`src/rtl/sdp_ram_arbiter_if.sv`:
```
// Client-side bundle for sdp_ram_arbiter: two write requesters and one read port.
// The master modport is the client logic; the slave modport is the arbiter.
interface sdp_ram_arbiter_if #(
    parameter int DATA_WIDTH    = 8,
    parameter int ADDRESS_WIDTH = 10
) ();
    logic                     a_req;
    logic [ADDRESS_WIDTH-1:0] a_addr;
    logic [DATA_WIDTH-1:0]    a_data;
    logic                     a_gnt;
    logic                     b_req;
    logic [ADDRESS_WIDTH-1:0] b_addr;
    logic [DATA_WIDTH-1:0]    b_data;
    logic                     b_gnt;
    logic                     rd_req;
    logic [ADDRESS_WIDTH-1:0] rd_addr;
    logic                     rd_ready;
    logic                     rd_valid;
    logic [DATA_WIDTH-1:0]    rd_data;

    modport master (
        output a_req, a_addr, a_data, b_req, b_addr, b_data, rd_req, rd_addr,
        input  a_gnt, b_gnt, rd_ready, rd_valid, rd_data
    );

    modport slave (
        input  a_req, a_addr, a_data, b_req, b_addr, b_data, rd_req, rd_addr,
        output a_gnt, b_gnt, rd_ready, rd_valid, rd_data
    );
endinterface

```
`src/rtl/sdp_ram_arbiter.sv`:
```
// Round-robin two-writer / one-reader controller for a simple-dual-port RAM with
// write-to-read forwarding. SDP_RAM_ARBITER_INIT_CLEAR_EN adds a post-reset zero sweep.
module sdp_ram_arbiter #(
    parameter int DATA_WIDTH    = 8,
    parameter int ADDRESS_WIDTH = 10
) (
    input  logic                     clk,
    input  logic                     rst_n,
    sdp_ram_arbiter_if.slave         client,
    output logic                     busy,
    output logic                     ram_we,
    output logic [ADDRESS_WIDTH-1:0] ram_waddr,
    output logic [DATA_WIDTH-1:0]    ram_wdata,
    output logic [ADDRESS_WIDTH-1:0] ram_raddr,
    input  logic [DATA_WIDTH-1:0]    ram_rdata
);
    logic                  run;
    logic                  a_gnt;
    logic                  b_gnt;
    logic                  last_b;
    logic                  rd_accept;
    logic                  byp;
    logic [DATA_WIDTH-1:0] byp_data;

`ifdef SDP_RAM_ARBITER_INIT_CLEAR_EN
    typedef enum logic {INIT, RUN} state_t;

    state_t                   state;
    state_t                   state_next;
    logic [ADDRESS_WIDTH-1:0] clr_addr;

    always_ff @(posedge clk or negedge rst_n) begin
        if (!rst_n) begin
            state    <= INIT;
            clr_addr <= '0;
            busy     <= 1'b1;
        end else begin
            state <= state_next;
            busy  <= (state_next == INIT);
            if (state == INIT)
                clr_addr <= clr_addr + 1'b1;
        end
    end

    always_comb begin
        state_next = state;
        case (state)
            INIT:    if (clr_addr == '1) state_next = RUN;
            RUN:     state_next = RUN;
            default: state_next = INIT;
        endcase
    end

    assign run = (state == RUN);
`else
    assign run  = 1'b1;
    assign busy = 1'b0;
`endif

    // last_b set means B won most recently, so A takes the next tie.
    assign a_gnt = run & client.a_req & (~client.b_req | last_b);
    assign b_gnt = run & client.b_req & (~client.a_req | ~last_b);

    always_comb begin
        ram_we    = a_gnt | b_gnt;
        ram_waddr = client.a_addr;
        ram_wdata = client.a_data;
`ifdef SDP_RAM_ARBITER_INIT_CLEAR_EN
        if (state == INIT) begin
            ram_we    = 1'b1;
            ram_waddr = clr_addr;
            ram_wdata = '0;
        end else
`endif
        if (b_gnt) begin
            ram_waddr = client.b_addr;
            ram_wdata = client.b_data;
        end
    end

    assign rd_accept = client.rd_req & run;

    always_ff @(posedge clk or negedge rst_n) begin
        if (!rst_n) begin
            last_b          <= 1'b1;
            client.rd_valid <= 1'b0;
            byp             <= 1'b0;
            byp_data        <= '0;
        end else begin
            if (a_gnt)
                last_b <= 1'b0;
            else if (b_gnt)
                last_b <= 1'b1;
            client.rd_valid <= rd_accept;
            byp             <= rd_accept & ram_we & (ram_waddr == client.rd_addr);
            byp_data        <= ram_wdata;
        end
    end

    assign client.a_gnt    = a_gnt;
    assign client.b_gnt    = b_gnt;
    assign client.rd_ready = run;
    assign client.rd_data  = byp ? byp_data : ram_rdata;
    assign ram_raddr       = client.rd_addr;
endmodule

```
`src/flat_wrapper.sv`:
```
// flat-port wrapper written by rule: the top's interface ports become plain ports
module sdp_ram_arbiter_flat 
#(
    parameter int DATA_WIDTH    = 8,
    parameter int ADDRESS_WIDTH = 10
)
  (clk, rst_n, busy, ram_we, ram_waddr, ram_wdata, ram_raddr, ram_rdata, client_a_req, client_a_addr, client_a_data, client_b_req, client_b_addr, client_b_data, client_rd_req, client_rd_addr, client_a_gnt, client_b_gnt, client_rd_ready, client_rd_valid, client_rd_data);
  sdp_ram_arbiter_if #(.DATA_WIDTH(DATA_WIDTH), .ADDRESS_WIDTH(ADDRESS_WIDTH)) client_i ();
  input  logic clk;
  input  logic rst_n;
  output logic busy;
  output logic ram_we;
  output logic [ADDRESS_WIDTH-1:0] ram_waddr;
  output logic [DATA_WIDTH-1:0] ram_wdata;
  output logic [ADDRESS_WIDTH-1:0] ram_raddr;
  input  logic [DATA_WIDTH-1:0] ram_rdata;
  input wire logic [$bits(client_i.a_req)-1:0] client_a_req;
  input wire logic [$bits(client_i.a_addr)-1:0] client_a_addr;
  input wire logic [$bits(client_i.a_data)-1:0] client_a_data;
  input wire logic [$bits(client_i.b_req)-1:0] client_b_req;
  input wire logic [$bits(client_i.b_addr)-1:0] client_b_addr;
  input wire logic [$bits(client_i.b_data)-1:0] client_b_data;
  input wire logic [$bits(client_i.rd_req)-1:0] client_rd_req;
  input wire logic [$bits(client_i.rd_addr)-1:0] client_rd_addr;
  output wire logic [$bits(client_i.a_gnt)-1:0] client_a_gnt;
  output wire logic [$bits(client_i.b_gnt)-1:0] client_b_gnt;
  output wire logic [$bits(client_i.rd_ready)-1:0] client_rd_ready;
  output wire logic [$bits(client_i.rd_valid)-1:0] client_rd_valid;
  output wire logic [$bits(client_i.rd_data)-1:0] client_rd_data;
  assign client_i.a_req = client_a_req;
  assign client_i.a_addr = client_a_addr;
  assign client_i.a_data = client_a_data;
  assign client_i.b_req = client_b_req;
  assign client_i.b_addr = client_b_addr;
  assign client_i.b_data = client_b_data;
  assign client_i.rd_req = client_rd_req;
  assign client_i.rd_addr = client_rd_addr;
  assign client_a_gnt = client_i.a_gnt;
  assign client_b_gnt = client_i.b_gnt;
  assign client_rd_ready = client_i.rd_ready;
  assign client_rd_valid = client_i.rd_valid;
  assign client_rd_data = client_i.rd_data;
  sdp_ram_arbiter #(.DATA_WIDTH(DATA_WIDTH), .ADDRESS_WIDTH(ADDRESS_WIDTH)) u_core (.clk(clk), .rst_n(rst_n), .client(client_i), .busy(busy), .ram_we(ram_we), .ram_waddr(ram_waddr), .ram_wdata(ram_wdata), .ram_raddr(ram_raddr), .ram_rdata(ram_rdata));
endmodule
```
`config.mk`:
```
export PLATFORM = sky130hd
export DESIGN_NAME = sdp_ram_arbiter_flat
export DESIGN_NICKNAME = d
export VERILOG_FILES = /design/src/rtl/sdp_ram_arbiter_if.sv /design/src/rtl/sdp_ram_arbiter.sv /design/src/flat_wrapper.sv
export SDC_FILE = /design/constraint.sdc
export NUM_CORES = 1
export LEC_CHECK = 0
export CAP_MARGIN = 15
export CORE_MARGIN = 10
export CORE_UTILIZATION = 29
export DETAILED_ROUTE_END_ITERATION = 6
export GPL_ROUTABILITY_DRIVEN = 0
export PLACE_DENSITY = 0.86
export SYNTH_ARGS = -nofsm -noshare
export SYNTH_HDL_FRONTEND = slang
export SYNTH_SLANG_ARGS = --single-unit
```
`constraint.sdc`:
```
create_clock -name clk -period 1.9 [get_ports clk]
set_input_delay 0.38 -clock clk [delete_from_list [all_inputs] [get_ports clk]]
set_output_delay 0.38 -clock clk [all_outputs]
set_load 0.02 [all_outputs]
```
==> results.sh, run 1 <==
export IMPL_critPathLaunchType="register"
export IMPL_overflow=0
export IMPL_power_density_mw_per_mm2=441
export IMPL_fin_crit_sh_pct=101
export IMPL_ys_seq_area_share_pct=27.3
export IMPL_period_minus_slack_ns=1.93
export IMPL_diodes=0
export IMPL_cp_num_cells=4
export IMPL_violations="negative setup slack"
export IMPL_synth_top_area_cell="mux2_2"
export IMPL_p_clk_share_pct=15.2
export IMPL_ys_types=27
export IMPL_finClkSkew_ns=0.00815
export IMPL_status="finished with violations"
export IMPL_rows=21
export IMPL_seqCellArea_um2=277
export IMPL_cpLargestDelayFamily="flip-flops"
export IMPL_via_per_inst=4.38
export IMPL_crit_chain="a21boi_4 > buf_8 > mux2_4 > buf_6"
export IMPL_syn_to_final_growth_pct=137
export IMPL_critPathMaxFanout=8
export IMPL_power_leakage_nw=1.11
export IMPL_fillCellCount=277
export IMPL_r2r_start="u_core.last_b"
export IMPL_hp_class="primary input to asynchronous set/reset pin"
export IMPL_yosysTopAreaCellShare_pct=27.8
export IMPL_core_area_mm2=0.00336
export IMPL_worst_setup_path_type="register to primary output"
export IMPL_ant_nets=0
export IMPL_peakVddDrop_mv=0.203
export IMPL_p_comb_share_pct=59.9
export IMPL_cts_tree="yes"
export IMPL_grt_pass1_wl_mm=7.41
export IMPL_endpoint="ram_wdata[3]"
export IMPL_ios=101
export IMPL_synth_net_count=157
export IMPL_dp_hpwl_mm=3.92
export IMPL_layout_nets=291
export IMPL_cts_max_path_buffers=2
export IMPL_setup_violations=9
export IMPL_whs_ns=0.447
export IMPL_avgSynthCellArea_um2=10.3
export IMPL_avgRoutedWirePerCell_um=17.3
export IMPL_num_vias=1214
export IMPL_netlist_area_mm2=0.00101
export IMPL_grt_pass1_vias=1461
export IMPL_initial_core_util_pct=30.1
export IMPL_worst_pin_slew_ns=0.503
export IMPL_dr_wl_met2_mm=2.74
export IMPL_die_h_um=79.1
export IMPL_power_frac_seq_pct=24.9
export IMPL_clock_latency_ns=0.26
export IMPL_cts_sinks=11
export IMPL_sw_frac_of_total_pct=32.5
export IMPL_p_int_mw=0.715
export IMPL_synthTopCellsByArea="mux2_2 28%, dfrtp_1 25%, xnor2_1 11%"
export IMPL_top_layer="met4"
export IMPL_fp_dieW_um=79.1
export IMPL_grt_max_degree=12
export IMPL_crit_slowest_cell="dfstp_2"
export IMPL_firstDrtPassIters=4
export IMPL_wirelength_mm=4.79
export IMPL_synth_warnings=0
export IMPL_cp_data_required_time_ns=1.52
export IMPL_drive_gt1_share_pct=44.6
export IMPL_crit_path_end_kind="primary output"
export IMPL_clk_pin_slew_ns=0.08
export IMPL_max_cap_violations=0
export IMPL_final_cells=277
export IMPL_worstPathArrival_ns=1.55
export IMPL_cts_max_level=1
export IMPL_path_buf_inv=2
export IMPL_slew_headroom_pct=66.4
export IMPL_dieArea_mm2=0.00625
export IMPL_rsz0062_at_grt="true"
export IMPL_r2r_setup_slack_ns=0.32
export IMPL_dr_first_iter_drc_count=58
export IMPL_final_cell_mix="63 x clkdlybuf4s50_1, 43 x buf_4, 20 x buf_6, 17 x mux2_4, 13 x xnor2_1"
export IMPL_finalHoldViolCount=0
export IMPL_cts_root_buffer="clkbuf_4"
export IMPL_power_switching_mw=0.345
export IMPL_fmax_mhz=519
export IMPL_grt_use_total_pct=14.6
export IMPL_wl_met1_mm=1.68
export IMPL_layout_commonest_cell="clkdlybuf4s50_1"
export IMPL_r2r_end="u_core.byp"
export IMPL_placedCellCount=264
export IMPL_setup_ws_ns=-0.0281
export IMPL_route_detailed_drc=0
export IMPL_met3_length_um=273
export IMPL_antenna_found_initial=0
export IMPL_r2r_cells=6
export IMPL_ys_seq_elements=11
export IMPL_cts_buffers=3
export IMPL_multi_input_area_um2=672
export IMPL_netlist_instances=98
export IMPL_slowest_delay_ns=0.39
export IMPL_final_core_utilization_pct=71.4
export IMPL_numPortBuffers=98
export IMPL_crit_start="u_core.last_b"
export IMPL_slew_violations=0
[through the flow]
step                instance area (um^2)  setup slack (ns)  setup TNS (ns)  power, mW
floorplan                           1010             0.240               0      0.507
global placement                    2210            -0.622          -12.28      0.819
detailed placement                  2210            -0.664          -12.92      0.838
CTS                                 2380           -0.0337          -0.245       1.06
global route                        2400           -0.0776          -0.819       1.11
finish                              2400           -0.0281          -0.189       1.06
[how the worst min path moves through the flow]
stage | start | endpoint | slack (ns) | cells after the start
6_report | rst_n | u_core.byp_data[5] | 0.45 | 1
5_1_grt | rst_n | u_core.byp_data[5] | 0.48 | 1
3_3_place_gp | u_core.last_b | u_core.last_b | 0.62 | 3
2_1_floorplan | rst_n | u_core.byp | 0.08 | 0
4_1_cts | rst_n | u_core.byp_data[5] | 0.47 | 1
3_5_place_dp | u_core.last_b | u_core.last_b | 0.64 | 3
[synth_stat cells]
| library cell | n |
|---|---|
| conb_1 | 2 |
| dfstp_2 | 1 |
| nand4_1 | 2 |
| nand3_1 | 1 |
| o211ai_2 | 1 |
| a21oi_1 | 3 |
| nor2_1 | 3 |
| xnor2_1 | 13 |
| clkbuf_1 | 1 |
| buf_4 | 12 |
| o2bb2ai_1 | 1 |
| nor3_2 | 1 |
| buf_6 | 2 |
| xor2_1 | 3 |
| nor4_1 | 1 |
| dfrtp_1 | 10 |
| a21boi_2 | 1 |
| mux2_2 | 25 |
| o2111ai_1 | 1 |
| a221oi_1 | 1 |
| a21oi_2 | 1 |
| inv_1 | 4 |
| o21ai_0 | 1 |
| a21boi_4 | 1 |
| a21o_2 | 1 |
| nand2_1 | 3 |
| or2_2 | 2 |
[final cells by class]
class	instances	area share (%)
Clock buffer	4	1.09
Multi-Input combinational cell	68	28.0
Timing Repair Buffer	144	56.4
Tap cell	46	2.40
Inverter	4	0.625
Sequential cell	11	11.5
[cell families after synthesis]
group,after synthesis,synth area share (%)
AO/OA/AOI/OAI,12,10.5
XOR/XNOR,16,13.8
buffers and inverters,19,13.0
flip-flops,11,27.3
multiplexers,25,27.8
other,2,0.742
AND/OR/NAND/NOR,13,6.80
[power groups by stage]
stage	Sequential [mW]	Clock (mW)	Combinational, mW
finish	0.264	0.161	0.635
floorplan	0.269	0	0.238
detailed placement	0.269	0	0.569
CTS	0.265	0.164	0.628
global placement	0.268	0	0.552
global route	0.267	0.173	0.669
[registers in the layout (all words and copies together), names as in the netlist]
name	count
u_core.client.rd_valid	1
u_core.last_b	1
u_core.byp	1
u_core.byp_data	8
[timing repair]
item,CTS,global route
cloned,1,0
resized for setup,146,8
setup endpoints to repair,31,21
setup buffers,7,1
endpoints found under the hold margin,0,0
hold buffers,0,0
pin swaps,1,1
[per-layer routing]
layer / GRT usage [%] / vias to the layer above
li1: - / 597
met1: 13.8 / 554
met2: 29.7 / 55
met3: 3.27 / 8
met4: 4.66 / 0
met5: 0 / -
No activity file was read; power rests on OpenSTA's default activity.
==> inputs of run 2 (changes only) <==
- CAP_MARGIN: 15 -> unset
- CORE_MARGIN: 10 -> 2
==> run 2 against run 1 <==
The run still ends with negative setup slack left. Power is 0.79% lower. Sequential power barely moved. Cell area grew 1.1%. First-iteration DRC count is 50% lower. Setup slack worse by 0.052 ns. Via count increased by 1.3%. Die area down 36%. Highest routed layer unchanged.
==> results.sh, run 2 (synthesized netlist as in run 1, its figures left out) <==
export IMPL_status="finished with violations"
export IMPL_violations="negative setup slack"
export IMPL_cts_buffers=3
export IMPL_clk_pin_slew_ns=0.07
export IMPL_final_core_utilization_pct=72.8
export IMPL_worst_pin_slew_ns=0.516
export IMPL_grt_max_degree=12
export IMPL_route_detailed_drc=0
export IMPL_overflow=0
export IMPL_crit_top_cell="buf_12"
export IMPL_peakVddDrop_mv=0.173
export IMPL_setup_violations=13
export IMPL_whs_ns=0.452
export IMPL_cts_root_buffer="clkbuf_4"
export IMPL_initial_core_util_pct=30.3
export IMPL_dr_first_iter_drc_count=29
export IMPL_cts_max_level=1
export IMPL_sw_frac_of_total_pct=31.5
export IMPL_numPortBuffers=98
export IMPL_cts_max_path_buffers=2
export IMPL_final_cell_mix="63 x clkdlybuf4s50_1, 41 x buf_4, 23 x buf_6, 20 x mux2_2"
export IMPL_regMostFlops="u_core.byp_data"
export IMPL_core_area_mm2=0.00334
export IMPL_cts_sinks=11
export IMPL_grt_pass1_wl_mm=5.86
export IMPL_rows=21
export IMPL_layout_nets=294
export IMPL_worst_setup_path_type="register to primary output"
export IMPL_ios=101
export IMPL_fin_area_mm2=0.00243
export IMPL_finClkSkew_ns=0.00118
export IMPL_critPathMaxFanout=5
export IMPL_slew_violations=0
export IMPL_hp_class="primary input to asynchronous set/reset pin"
export IMPL_crit_chain="a21boi_4 > buf_12 > buf_12 > mux2_4 > buf_6"
export IMPL_crit_slowest_cell="dfstp_2"
export IMPL_largest_reg_flops=8
export IMPL_antenna_found_initial=0
export IMPL_fmax_mhz=505
export IMPL_drive_gt1_share_pct=46.6
export IMPL_fp_dieW_um=63.1
export IMPL_via_per_inst=4.39
export IMPL_period_minus_slack_ns=1.98
export IMPL_p_clk_share_pct=15.1
export IMPL_dpl_instance_area_mm2=0.00222
export IMPL_diodes=0
export IMPL_finalHoldViolCount=0
export IMPL_power_leakage_nw=1.08
export IMPL_avgRoutedWirePerCell_um=13.3
export IMPL_max_cap_violations=0
export IMPL_cp_data_required_time_ns=1.52
export IMPL_clock_latency_ns=0.27
export IMPL_power_frac_seq_pct=25.1
export IMPL_layout_commonest_cell="clkdlybuf4s50_1"
export IMPL_placedCellCount=263
export IMPL_rsz0062_at_grt="true"
export IMPL_crit_path_end_kind="primary output"
export IMPL_slowest_delay_ns=0.56
export IMPL_syn_to_final_growth_pct=140
export IMPL_grt_use_total_pct=18.4
export IMPL_postCtsHoldBufs=0
export IMPL_grt_pass1_vias=1309
export IMPL_setup_ws_ns=-0.0804
export IMPL_power_density_mw_per_mm2=433
export IMPL_ant_nets=0
export IMPL_power_switching_mw=0.331
export IMPL_fin_crit_sh_pct=104
export IMPL_p_comb_share_pct=59.8
export IMPL_firstDrtPassIters=4
export IMPL_dieArea_mm2=0.00398
export IMPL_wirelength_mm=3.71
export IMPL_final_cells=280
export IMPL_critPathLaunchType="register"
export IMPL_cts_tree="yes"
export IMPL_slew_headroom_pct=65.5
export IMPL_p_int_mw=0.721
export IMPL_die_h_um=63.1
export IMPL_dp_hpwl_mm=2.77
export IMPL_num_vias=1230
export IMPL_worstPathArrival_ns=1.60
export IMPL_dpl_worst_slack_ns=-0.656
==> run 2: cell count changes in the layout (fill, tap and decap cells not counted), sizes merged <==
cell           previous run  this run
clkdlybuf4s15             3         1
dlymetal6s2s              2         1
dlygate4sd2              12        13
buf                      64        69
==> run 2: path summary, 6_finish.rpt <==
kind                                     from            endpoint  slack [ns]  cells past startpoint
worst max register to register  u_core.last_b          u_core.byp        0.15                     10
worst max-delay path            u_core.last_b        ram_wdata[0]       -0.08                      5
worst min register to register  u_core.last_b       u_core.last_b        0.90                      5
worst min-delay path                    rst_n  u_core.byp_data[1]        0.45                      1
min in group clk                 client_a_req       u_core.last_b        0.56                      3
max in group asynchronous               rst_n          u_core.byp        1.08                      1
==> run 2: layer usage <==
metal	GRT usage, %	vias to the layer above	part of all wire [%]
met5	0	-	0
met4	4.17	0	0.73
met3	4.46	3	9.7
met2	36.6	75	53
met1	19.1	551	37
li1	-	601	-
==> run 2: critical path, delay by kind of cell, from the launching register on <==
kind,cells,cell delay [ns]
flip-flops,1,0.56
buffers and inverters,3,0.40
AO/OA/AOI/OAI,1,0.07
multiplexers,1,0.31
==> run 2: what timing repair did <==
action | 4_1_cts | 5_1_grt
cloned | 2 | 0
buffers inserted | 9 | 5
pin swaps | 1 | 2
setup endpoints to repair | 32 | 26
resized for setup | 138 | 17
==> run 2: area by class of cell <==
class | instances | area (um^2)
clock buffers | 4 | 26.3
fillers | 245 | 907
inverters | 4 | 15.0
multi-input cells | 68 | 629
flip-flops and latches | 11 | 278
well taps | 46 | 57.6
repair buffers | 147 | 1420
==> run 2: per-stage QoR <==
step	TNS (ns)	total power, mW
after floorplan	0	0.507
after global placement	-11.88	0.818
after global routing	-1.47	1.12
after CTS	-2.35	1.06
after detailed placement	-12.85	0.830
final	-0.778	1.05
==> run 2: power by group through the flow <==
stage                     logic (mW)  registers (mW)  clock network [mW]
after floorplan                0.238           0.269                   0
after global placement         0.551           0.268                   0
after detailed placement       0.562           0.268                   0
after CTS                      0.628           0.264               0.166
after global routing           0.668           0.266               0.185
final                          0.629           0.264               0.158
==> RTL change 1: new RTL, settings of run 2 <==
`DATA_WIDTH` is set to 8 in 3 places; all go to 6.
--- a/src/rtl/sdp_ram_arbiter_if.sv
+++ b/src/rtl/sdp_ram_arbiter_if.sv
@@ -3,3 +3,3 @@
 interface sdp_ram_arbiter_if #(
-    parameter int DATA_WIDTH    = 8,
+    parameter int DATA_WIDTH    = 6,
     parameter int ADDRESS_WIDTH = 10
--- a/src/rtl/sdp_ram_arbiter.sv
+++ b/src/rtl/sdp_ram_arbiter.sv
@@ -3,3 +3,3 @@
 module sdp_ram_arbiter #(
-    parameter int DATA_WIDTH    = 8,
+    parameter int DATA_WIDTH    = 6,
     parameter int ADDRESS_WIDTH = 10
--- a/src/flat_wrapper.sv
+++ b/src/flat_wrapper.sv
@@ -3,3 +3,3 @@
 #(
-    parameter int DATA_WIDTH    = 8,
+    parameter int DATA_WIDTH    = 6,
     parameter int ADDRESS_WIDTH = 10
Ports: changed (5 resized); port bits go from 101 to 91. The function was not compared with the original's and may differ.
==> RTL change 1 against run 2 <==
The run ends with design-rule violations, negative setup slack left; sequential cell count shrank 2; sequential power fell by 18%; power is 14% lower; non-clock buffer count shrank 30; wire length down 12%; core utilization rose by 1.4 points; maximum frequency increased by 3.7%; critical endpoint is now ram_waddr[4]; critical path depth unchanged; final area shrank 14%; setup slack improved by 71 ps; sequential share of layout area is 0.50 points lower; synthesized area shrank 14%; hold slack lost 35 ps.
==> RTL change 1: results (changes against run 2) <==
Detailed routing:
- The per-cell routed wire length is 14.43 um (was 13.25 um).
- The number of DRC violations after detailed routing came to 9 (was 0).

Global routing:
- The wire length of the first global-routing pass was 5.126 mm (was 5.858 mm).
- The overall global routing resource usage is 0.1924 (was 0.1842).
- The pin count of the biggest net entering global routing is 10 (was 12).

Critical path:
- The depth of the most critical reg-to-reg path is 6 (was 10).
- The standard cell with the maximum stage delay on the critical path is sky130_fd_sc_hd__mux2_4 (was sky130_fd_sc_hd__dfstp_2).
- The register-to-register setup slack is 90 ps (was 150 ps).
- The worst-path maximum fanout came to 7 (was 5).
- The maximum single-stage delay on the critical path was 310 ps (was 560 ps).

Outcome:
- Status: finished, violations left (unchanged).
- Violated checks: design-rule violations, negative setup slack (was negative setup slack).

Cells and area:
- The share of post-route cells with drive strength above 1 came to 0.4124 (was 0.4658).
- The filler cell count is 212 (was 245).

Clock network:
- The clock insertion delay at the later pin of the skew report is 250 ps (was 270 ps).
- The number of setup buffers added after CTS is 5 (was 9).

Timing:
- The number of endpoints failing setup at the final stage is 13 (unchanged).
- The setup slack of the critical path after layout came to -9.267 ps (was -80.39 ps).

Placed design:
- The number of port buffers came to 88 (was 98).
- The final HPWL from detailed placement is 2.596 mm (was 2.773 mm).

Yosys:
- The synthesized net count came to 141 (was 157).
- The area fraction in compound gates after synthesis is 0.1046 (was 0.1051).
- The distinct cell type count after synthesis came to 26 (was 27).
- The sequential-to-total area share from yosys stat was 0.2593 (was 0.2732).
- List of most frequent post-synthesis cells: sky130_fd_sc_hd__mux2_2, sky130_fd_sc_hd__buf_4, sky130_fd_sc_hd__xnor2_1 (was sky130_fd_sc_hd__mux2_2, sky130_fd_sc_hd__xnor2_1, sky130_fd_sc_hd__buf_4).
- Leading post-synthesis cells by cell area: sky130_fd_sc_hd__mux2_2, sky130_fd_sc_hd__dfrtp_1, sky130_fd_sc_hd__buf_4, sky130_fd_sc_hd__xnor2_1, sky130_fd_sc_hd__xor2_1 (was sky130_fd_sc_hd__mux2_2, sky130_fd_sc_hd__dfrtp_1, sky130_fd_sc_hd__xnor2_1, sky130_fd_sc_hd__buf_4, sky130_fd_sc_hd__dfstp_2).

Power and ir drop:
- The cell leakage power is 0.9841 nW (was 1.084 nW).
RTL change 1: cell types whose count changed after synthesis, sizes merged, moves of 2 or more:
| cell | change |
|---|---|
| xnor2 | -4 |
| a21oi | -3 |
| mux2 | -3 |
| xor2 | +3 |
| a2111oi | +2 |
| dfrtp | -2 |
| nor2 | -2 |
| o21ai | +2 |
RTL change 1: metal layers:
metal | track usage | vias to the layer above | routed length [um]
li1 | - | 509 | -
met1 | 0.2225 | 454 | 1200
met2 | 0.3698 | 66 | 1666
met3 | 0.03516 | 2 | 361
met4 | 0.02922 | 0 | 18
met5 | 0 | - | 0
RTL change 1: where the power goes:
part,switching (mW),internal [mW]
combinational,0.222,0.329
sequential,0.00696,0.210
clock,0.0570,0.0803
total,0.285,0.620
RTL change 1: worst reg2reg max path: cells and delay by family, from the launching register on:
kind	cells	cell delay (ps)
flops	1	380
mux	1	320
xor+xnor	1	160
compound gates	2	530
buf+inv	2	320
RTL change 1: per-stage QoR:
step	hold WS, ps	TNS [ps]
after floorplan	84.41	0
after global placement	609.3	-12520
after detailed placement	638.9	-13570
after CTS	421.5	-394.9
after global routing	433.4	-785.8
final	417.8	-55.73
RTL change 1: worst max-delay path by stage:
stage | start | end
after floorplan | client_b_req | ram_wdata[3]
after global placement | client_b_req | ram_waddr[8]
after detailed placement | client_b_req | ram_waddr[8]
after CTS | u_core.last_b | ram_waddr[2]
after global routing | u_core.last_b | ram_waddr[4]
final | client_a_req | ram_waddr[4]
RTL change 1: cell type report:
type | instances | area, um^2 | area share
well taps | 31 | 38.79 | 0.01862
flip-flops and latches | 9 | 227.7 | 0.1093
multi-input cells | 60 | 626.9 | 0.3009
repair buffers | 117 | 1149 | 0.5514
inverters | 4 | 15.01 | 0.007207
clock buffers | 4 | 26.28 | 0.01261
==> RTL change 2: new RTL, flow settings as in run 2 <==
Made on the original files. `byp_data` no longer has a reset.
--- a/src/rtl/sdp_ram_arbiter.sv
+++ b/src/rtl/sdp_ram_arbiter.sv
@@ -87,3 +87,2 @@
             byp             <= 1'b0;
-            byp_data        <= '0;
         end else begin
@@ -95,4 +94,7 @@
             byp             <= rd_accept & ram_we & (ram_waddr == client.rd_addr);
-            byp_data        <= ram_wdata;
         end
+    end
+
+    always_ff @(posedge clk) begin
+        byp_data <= ram_wdata;
     end
Behaviour: same outputs for any inputs over 10 cycles, from zero or initial values and one cycle with rst_n low; that may be too few to reach the edited logic, so the function may still have changed.
==> RTL change 2 against run 2 <==
The flow still finishes with violations (negative setup slack); setup slack worse by 24 ps; sequential cell count unchanged; final area down 2.4%; power down 0.57%; sequential power about the same; critical endpoint is now ram_wdata[2]; wire length up 6.9%; clock skew up 2.2 ps; register-to-register slack better by 70 ps; largest cell class unchanged; synthesized area down 4.0%.
==> RTL change 2: results (changes against run 2) <==
Clock network:
- The number of setup buffers added after CTS is 5 (was 9).
- The number of resized instances in the post-cts repair step was 135 (was 138).

Power and ir drop:
- The sequential group power is 263 uW (was 264 uW).
- The cell leakage power came to 1.039 nW (was 1.084 nW).
- The maximum ir drop on the vdd rail is 0.0003827 V (was 0.0001731 V).
- The power density relative to cell area is 441.0 nW/um^2 (was 432.8 nW/um^2).
- The reported clock group power is 164 uW (was 158 uW).
- The switching power of the nets is 336.2 uW (was 330.8 uW).

Placed design:
- The cell area reported after detailed placement is 2170 um^2 (was 2217 um^2).
- The post-placement setup slack is -657.3 ps (was -655.7 ps).
- The final HPWL from detailed placement is 3.100 mm (was 2.773 mm).

Yosys:
- The distinct cell type count after synthesis is 28 (was 27).
- List of most frequent post-synthesis cells: sky130_fd_sc_hd__mux2_2, sky130_fd_sc_hd__xnor2_1, sky130_fd_sc_hd__buf_4 (unchanged).
- The synthesized-area fraction occupied by xor and xnor cells was 0.1441 (was 0.1384).
- The share of flip-flops with an asynchronous set or reset is 0.2727 (was 1.000).
- Leading post-synthesis cells by cell area: sky130_fd_sc_hd__mux2_2, sky130_fd_sc_hd__dfxtp_1, sky130_fd_sc_hd__xnor2_1, sky130_fd_sc_hd__buf_4, sky130_fd_sc_hd__dfrtp_1 (was sky130_fd_sc_hd__mux2_2, sky130_fd_sc_hd__dfrtp_1, sky130_fd_sc_hd__xnor2_1, sky130_fd_sc_hd__buf_4, sky130_fd_sc_hd__dfstp_2).
- The mux share of post-synthesis cell area is 0.2896 (was 0.2781).
- The primary flip-flop cell chosen by synthesis mapping is sky130_fd_sc_hd__dfxtp_1 (was sky130_fd_sc_hd__dfrtp_1).

Global routing:
- The met3 usage in global routing is 0.03727 (was 0.04464).
- The wire length of the first global-routing pass came to 5.651 mm (was 5.858 mm).
- The overall global routing resource usage was 0.2014 (was 0.1842).
- The number of global-route vias before repair is 1259 (was 1309).
- The met2 capacity usage during global routing was 0.4105 (was 0.3657).

Outcome:
- Status: finished, violations left (unchanged).
- Violated checks: negative setup slack (unchanged).

Timing:
- The sum of negative setup slack is -1581 ps (was -777.9 ps).
- The setup slack of the critical path after layout came to -104.1 ps (was -80.39 ps).
- The number of endpoints failing setup at the final stage is 17 (was 13).
- The post-route clock skew is 3.374 ps (was 1.183 ps).

Cells and area:
- The non-clock buffer instance count of the final layout is 143 (was 147).
- The final non-filler cell total came to 276 (was 280).
- The filler cell count is 250 (was 245).
- The share of cell area taken by flip-flops and latches came to 0.1003 (was 0.1143).
- The number of clock buffers in the layout came to 4 (unchanged).
- The multi-input gate share of total cell area is 0.2670 (was 0.2590).
- The net count reported at finish is 290 (was 294).

Floorplan:
- The floorplan die area came to 3832 um^2 (was 3979 um^2).

Detailed routing:
- The total wire length after detailed routing is 3.967 mm (was 3.710 mm).
## RTL change 2: worst paths after layout
| path | cells past startpoint | start | endpoint | slack [ps] |
|---|---|---|---|---|
| max in group asynchronous | 1 | rst_n | u_core.last_b | 1400 |
| setup reg to reg | 7 | u_core.last_b | u_core.byp | 220 |
| hold reg to reg | 3 | u_core.last_b | u_core.last_b | 660 |
| min in group clk | 3 | client_a_req | u_core.last_b | 580 |
| setup / recovery | 5 | u_core.last_b | ram_wdata[2] | -100 |
| hold / removal | 1 | rst_n | u_core.client.rd_valid | 280 |
## RTL change 2: layer usage
layer,vias up,part of all wire
met1,591,0.36
met4,0,0.0050
met3,4,0.042
met2,40,0.60
li1,589,-
met5,-,0
## RTL change 2: critical path: stages, from the launching register on
cell                       delay (ps)
sky130_fd_sc_hd__dfstp_2          570
sky130_fd_sc_hd__a21boi_4          70
sky130_fd_sc_hd__buf_6            140
sky130_fd_sc_hd__buf_16           130
sky130_fd_sc_hd__mux2_4           300
sky130_fd_sc_hd__buf_6            130
